File: config.mk
export PLATFORM = sky130hd
export DESIGN_NAME = defuzz
export DESIGN_NICKNAME = d
export VERILOG_FILES = /design/src/rtl/defuzz_pkg.sv /design/src/rtl/defuzz_div_restoring.sv /design/src/rtl/defuzz.sv
export SDC_FILE = /design/constraint.sdc
export NUM_CORES = 1
export LEC_CHECK = 0
export BUFFER_PORTS_ARGS = -buffer_cell sky130_fd_sc_hd__buf_2
export CAP_MARGIN = 20
export CORE_AREA = 2 2 102 104
export DETAILED_ROUTE_END_ITERATION = 6
export DIE_AREA = 0 0 104 106
export GPL_TIMING_DRIVEN = 1
export HOLD_SLACK_MARGIN = 0.08
export PLACE_DENSITY = 0.74
export SLEW_MARGIN = 20
export SYNTH_ARGS = -nofsm -noshare
export SYNTH_HDL_FRONTEND = slang
export SYNTH_SLANG_ARGS = --single-unit
File: constraint.sdc
create_clock -name clk -period 10.1 [get_ports clk]
set_input_delay 2.02 -clock clk [delete_from_list [all_inputs] [get_ports clk]]
set_output_delay 2.02 -clock clk [all_outputs]
set_load 0.02 [all_outputs]
File: src/rtl/defuzz_pkg.sv
// Shared fuzzy-pipeline definitions: full-scale constants, defuzzifier sizing, FSM states.
// Latency: n/a (types, constants and pure helper functions only).
// Backpressure: n/a.
package defuzz_pkg;

    // Crisp output full-scale (percent) and quotient width of the iterative divider.
    localparam int G_MAX_DEF  = 100;
    localparam int Q_BITS_DEF = 7;

    // Q1.15 operand width and full-scale value shared with the aggregation stage.
    localparam int          Q15_W    = 16;
    localparam logic [15:0] Q15_FULL = 16'h7FFF;

    // Width of the numerator S_wg*100; 0x7FFF*100 = 3276700 < 2^22.
    localparam int NUM_W = 22;

    typedef enum logic [1:0] {
        ST_IDLE = 2'd0,
        ST_CALC = 2'd1,
        ST_DONE = 2'd2
    } state_t;

    // Scale a Q1.15 value to percent units on NUM_W bits.
    function automatic logic [NUM_W-1:0] scale_pct(input logic [15:0] x);
        return NUM_W'(x) * NUM_W'(100);
    endfunction

    // Clip an operand to the legal Q1.15 range so the numerator cannot overflow.
    function automatic logic [15:0] q15_sat(input logic [15:0] x);
        return (x > Q15_FULL) ? Q15_FULL : x;
    endfunction

endpackage

File: src/rtl/defuzz_div_restoring.sv
// Restoring divider: one quotient bit per clock, MSB first, started by a one-cycle start pulse.
// Latency: Q_BITS clocks after the start edge; 'last' is high in the cycle of the final iteration.
// Backpressure: none; a new start simply reloads the operands and restarts the division.
//
// Ports: clk/rst (sync, active-high); start loads num/den; last flags the final step;
//        quo is the Q_BITS-bit quotient, valid from the cycle after 'last'.
module div_restoring
    import defuzz_pkg::*;
#(
    parameter int Q_BITS = Q_BITS_DEF,
    parameter int DEN_W  = Q15_W
) (
    input  logic              clk,
    input  logic              rst,
    input  logic              start,
    input  logic [NUM_W-1:0]  num,
    input  logic [DEN_W-1:0]  den,
    output logic              last,
    output logic [Q_BITS-1:0] quo
);

    localparam int CNT_W = $clog2(Q_BITS + 1);
    localparam int REM_W = DEN_W + 1;

    logic [REM_W-1:0]  rem_q,  rem_d;
    logic [Q_BITS-1:0] bits_q, bits_d;   // numerator bits still to be shifted in, MSB first
    logic [Q_BITS-1:0] quo_q,  quo_d;
    logic [DEN_W-1:0]  den_q,  den_d;
    logic [CNT_W-1:0]  cnt_q,  cnt_d;    // iterations remaining

    logic [REM_W:0]    trial;
    logic              fits;

    always_comb begin
        trial  = {rem_q, bits_q[Q_BITS-1]};
        fits   = trial >= (REM_W+1)'(den_q);

        rem_d  = rem_q;
        bits_d = bits_q;
        quo_d  = quo_q;
        den_d  = den_q;
        cnt_d  = cnt_q;

        if (start) begin
            // The upper numerator bits form the initial partial remainder; the
            // caller guarantees the quotient fits in Q_BITS, so this is < den.
            rem_d  = REM_W'(num >> Q_BITS);
            bits_d = num[Q_BITS-1:0];
            den_d  = den;
            quo_d  = '0;
            cnt_d  = CNT_W'(Q_BITS);
        end else if (cnt_q != '0) begin
            rem_d  = fits ? REM_W'(trial - (REM_W+1)'(den_q)) : REM_W'(trial);
            quo_d  = (quo_q << 1) | Q_BITS'(fits);
            bits_d = bits_q << 1;
            cnt_d  = cnt_q - CNT_W'(1);
        end
    end

    always_ff @(posedge clk) begin
        if (rst) begin
            rem_q  <= '0;
            bits_q <= '0;
            quo_q  <= '0;
            den_q  <= '0;
            cnt_q  <= '0;
        end else begin
            rem_q  <= rem_d;
            bits_q <= bits_d;
            quo_q  <= quo_d;
            den_q  <= den_d;
            cnt_q  <= cnt_d;
        end
    end

    assign last = (cnt_q == CNT_W'(1));
    assign quo  = quo_q;

endmodule

File: src/rtl/defuzz.sv
// Defuzzifier: G_out = min(floor(S_wg*100 / S_w), G_MAX), den_zero flags S_w == 0.
// Latency: fixed Q_BITS+1 clocks from the acceptance edge to the registered valid_out pulse.
// Backpressure: busy while a request is in flight; valid_in during busy is dropped, not queued.
//
// Ports: clk, rst (sync, active-high); valid_in/S_w/S_wg request (Q1.15 operands);
//        busy (state != IDLE); valid_out one-cycle pulse with G_out/den_zero, which hold
//        their value until the next pulse.
module defuzz
    import defuzz_pkg::*;
#(
    parameter int G_MAX  = G_MAX_DEF,
    parameter int Q_BITS = Q_BITS_DEF
) (
    input  logic        clk,
    input  logic        rst,
    input  logic        valid_in,
    input  logic [15:0] S_w,
    input  logic [15:0] S_wg,
    output logic        busy,
    output logic        valid_out,
    output logic [7:0]  G_out,
    output logic        den_zero
);

    state_t      state_q, state_d;
    logic        zero_q, zero_d;           // S_w == 0 for the request in flight
    logic        full_q, full_d;           // S_wg >= S_w: result saturates at G_MAX
    logic        valid_out_q, valid_out_d;
    logic [7:0]  g_out_q, g_out_d;
    logic        den_zero_q, den_zero_d;

    logic [15:0]       s_w_sat;
    logic [15:0]       s_wg_sat;
    logic [NUM_W-1:0]  num;
    logic              accept;
    logic              div_last;
    logic [Q_BITS-1:0] div_quo;
    logic [7:0]        quo_clamped;

    assign s_w_sat  = q15_sat(S_w);
    assign s_wg_sat = q15_sat(S_wg);
    assign num      = scale_pct(s_wg_sat);
    assign accept   = (state_q == ST_IDLE) && valid_in;

    // The divider runs for every request, including the fast cases, so the
    // latency is the same regardless of operand values.
    div_restoring #(
        .Q_BITS (Q_BITS),
        .DEN_W  (16)
    ) u_div (
        .clk   (clk),
        .rst   (rst),
        .start (accept),
        .num   (num),
        .den   (s_w_sat),
        .last  (div_last),
        .quo   (div_quo)
    );

    always_comb begin
        if (int'(div_quo) > G_MAX) begin
            quo_clamped = 8'(G_MAX);
        end else begin
            quo_clamped = 8'(div_quo);
        end
    end

    always_comb begin
        state_d     = state_q;
        zero_d      = zero_q;
        full_d      = full_q;
        valid_out_d = 1'b0;
        g_out_d     = g_out_q;
        den_zero_d  = den_zero_q;

        case (state_q)
            ST_IDLE: begin
                if (valid_in) begin
                    state_d = ST_CALC;
                    zero_d  = (s_w_sat == '0);
                    full_d  = (s_w_sat != '0) && (s_wg_sat >= s_w_sat);
                end
            end
            ST_CALC: begin
                if (div_last) begin
                    state_d = ST_DONE;
                end
            end
            ST_DONE: begin
                state_d     = ST_IDLE;
                valid_out_d = 1'b1;
                den_zero_d  = zero_q;
                if (zero_q) begin
                    g_out_d = '0;
                end else if (full_q) begin
                    g_out_d = 8'(G_MAX);
                end else begin
                    g_out_d = quo_clamped;
                end
            end
            default: begin
                state_d = ST_IDLE;
            end
        endcase
    end

    always_ff @(posedge clk) begin
        if (rst) begin
            state_q     <= ST_IDLE;
            zero_q      <= 1'b0;
            full_q      <= 1'b0;
            valid_out_q <= 1'b0;
            g_out_q     <= '0;
            den_zero_q  <= 1'b0;
        end else begin
            state_q     <= state_d;
            zero_q      <= zero_d;
            full_q      <= full_d;
            valid_out_q <= valid_out_d;
            g_out_q     <= g_out_d;
            den_zero_q  <= den_zero_d;
        end
    end

    assign busy      = (state_q != ST_IDLE);
    assign valid_out = valid_out_q;
    assign G_out     = g_out_q;
    assign den_zero  = den_zero_q;

endmodule

==> impl_metrics.json <==
{
  "place_inst": 832,
  "routed-via-count": 4953,
  "run_status": "completed",
  "htree_levels": 3,
  "finalHoldViolations": 0,
  "crit_slowest_cell": "fa_1",
  "rows": 37,
  "dpl-instance-area_um2": 5672,
  "gr-total-overflow": 0,
  "cp-end-kind": "register",
  "ctsLongestPathBuffers": 2,
  "ctsHoldBuffers": 0,
  "drtPass1Iterations": 5,
  "critical_path.max_stage_delay_ns": 0.52,
  "dieHeight_um": 106,
  "drc": 0,
  "critical_path.max_fanout": 15,
  "p_per_area_nw_per_um2": 251.1,
  "cts_made_buffers": 9,
  "ioPinCount": 46,
  "max_cap_viol_count": 0,
  "grt_max_degree": 49,
  "crit_start": "S_wg[15]",
  "drt_iter0_markers": 358,
  "place_congestion": 0.9285,
  "area_growth_pct": 10.16,
  "crit_required_ns": 10.34,
  "ys_types": 59,
  "cts_tree": "done",
  "root_buffer": "clkbuf_8",
  "reg2reg_depth": 11,
  "fmax_mhz": 185.0,
  "avgSynthCellArea_um2": 7.954,
  "fin_area_um2": 5914,
  "arrival_ns": 5.64,
  "p_leak_uw": 0.002650,
  "hold_class": "reg -> reg",
  "start_util": 0.5369,
  "slew_violations": 0,
  "setup_viol": 0,
  "drive_gt1_frac": 0.1222,
  "cts.repair.resized": 0,
  "synth_warnings": 0,
  "path_class": "in -> reg",
  "wirelength_mm": 13.28,
  "layout.cells.non_filler": 848,
  "io_buffers": 44,
  "hold_depth": 2,
  "syn_inst": 675,
  "routedWlPerCell_um": 15.66,
  "clock_skew_ns": 0.01679,
  "seq_area_frac_synth": 0.2275,
  "start_kind": "input pin",
  "finalCritPeriodShare": 0.5353,
  "synth_seq_cells": 61,
  "via_per_inst": 5.841,
  "cts.sinks": 61,
  "antenna_found_initial": 0,
  "grt_usage": 0.2413,
  "hpwlAfterDp_mm": 10.50,
  "antennaDiodeCount": 0,
  "worst_slew_pin_slew_ns": 0.8576,
  "post-route-util": 0.5915,
  "rsz0062_at_grt": "false",
  "synth-async-reset-ratio": 0,
  "post-cts-setup-buffers": 0,
  "finalCriticalPeriod_ns": 5.407,
  "grt_pass1_wl_mm": 21.56,
  "setup_slack_ns": 4.693,
  "setup_tns_ns": 0,
  "ant_nets": 0,
  "pre_cts_slack_ns": 4.323,
  "path_cells": "buf_2, or2_2, ha_1, ha_1, inv_1, fa_1, inv_1, ha_1, a21oi_1, inv_1, o21ai_0, a21oi_1, a211o_1, a31oi_1, xnor2_1, a221o_1",
  "synth_edf_count": 0,
  "synthFlopType": "dfxtp_1",
  "dieArea_um2": 11020,
  "netlist_area_um2": 5369,
  "die_w_um": 104,
  "slew-limit-headroom": 0.4135,
  "core_area_um2": 10000,
  "path_clk_slew_ns": 0.07,
  "worstReg2RegStart": "u_div.bits_q[6]$_SDFFE_PP0P_",
  "grt_pass1_vias": 4657,
  "ir_worst_vdd_mv": 0.08826,
  "clkLatencyLatePin_ns": 0.35,
  "holdCritStartpoint": "u_div.den_q[15]$_SDFFE_PP0P_",
  "nNetsFinal": 838
}
-- through the flow --
stage	power [uW]	hold slack (ns)
6_report	1485	0.4456
5_1_grt	1600	0.4811
4_1_cts	1472	0.4493
3_5_place_dp	1205	0.4390
3_3_place_gp	1178	0.4350
2_1_floorplan	1016	0.4220
-- sequential cells by signal (all words and copies together) (netlist names), 2 cells and up --
name / flops
u_div.quo: 7
state_q: 2
u_div.bits_q: 5
u_div.den_q: 16
u_div.rem_q: 17
u_div.cnt_q: 3
G_out: 7
-- metal layers --
| metal | track usage | vias to the layer above | routed length, um |
|---|---|---|---|
| met1 | 0.3096 | 2301 | 6024 |
| met5 | 0 | - | 0 |
| met3 | 0.02820 | 28 | 663 |
| met4 | 0.1062 | 0 | 358 |
| li1 | - | 2477 | - |
| met2 | 0.4098 | 147 | 6237 |
-- logic make-up after synthesis --
kind of cell / share of synthesized area
AOI/OAI and AO/OA: 0.2303
xor gates and xnor gates: 0.03426
adders and majority gates: 0.2405
buffers and inverters: 0.06525
DFF: 0.2275
muxes: 0.007458
other: 0.001399
and+or+nand+nor: 0.1934
-- critical path, delay by kind of cell --
kind / cells / cell delay [ns]
buf+inv: 4 / 0.31
compound gates: 6 / 1.43
fa+ha+maj: 4 / 1.46
xor+xnor: 1 / 0.09
simple gates: 1 / 0.34
-- power breakdown --
part           switching (uW)  internal (uW)  total (uW)
Sequential               35.4            284         320
Clock                     103            161         264
Combinational             533            369         901
-- worst paths after layout --
check	to	slack (ns)
hold reg to reg	u_div.den_q[15]$_SDFFE_PP0P_	0.45
setup reg to reg	u_div.rem_q[4]$_SDFFE_PP0P_	7.01
setup / recovery	u_div.rem_q[13]$_SDFFE_PP0P_	4.69
hold / removal	u_div.den_q[15]$_SDFFE_PP0P_	0.45
-- cell type report --
type	count	area (um2)
timing repair buffer	47	242.7
fill	951	4085
tap	136	170.2
sequential	61	1221
inverter	62	232.7
clock inverter	4	77.57
clock buffer	12	165.2
multi-input combinational	526	3805
-- cells in the final DEF (no fill, tap or decap), drive strengths merged, types with 13 or more instances in the layout --
master,Yosys,final
dfxtp,61,61
ha,84,84
buf,8,47
xnor2,13,13
nor2,82,82
a211oi,25,25
o21ai,28,28
or2,16,16
nand3,22,22
a21oi,47,47
nor3,17,17
inv,62,63
nand2,44,44
-- synth_stat cells, types with 6 or more instances --
cell type | count | area [um2]
ha_1 | 84 | 1051
nor2_1 | 81 | 304.0
inv_1 | 62 | 232.7
dfxtp_1 | 61 | 1221
a21oi_1 | 46 | 230.2
nand2_1 | 44 | 165.2
o21ai_0 | 26 | 130.1
a211oi_1 | 24 | 180.2
nand3_1 | 21 | 105.1
clkbuf_1 | 20 | 75.07
nor3_1 | 17 | 85.08
or2_2 | 16 | 100.1
xnor2_1 | 13 | 113.9
fa_1 | 12 | 240.2
o21a_1 | 11 | 82.58
nand2b_1 | 8 | 50.05
xor2_1 | 8 | 70.07
a21o_1 | 7 | 52.55
a31oi_1 | 7 | 43.79
nor4_1 | 6 | 37.54
o211ai_1 | 6 | 45.04
No activity file was read; power rests on OpenSTA's default activity.
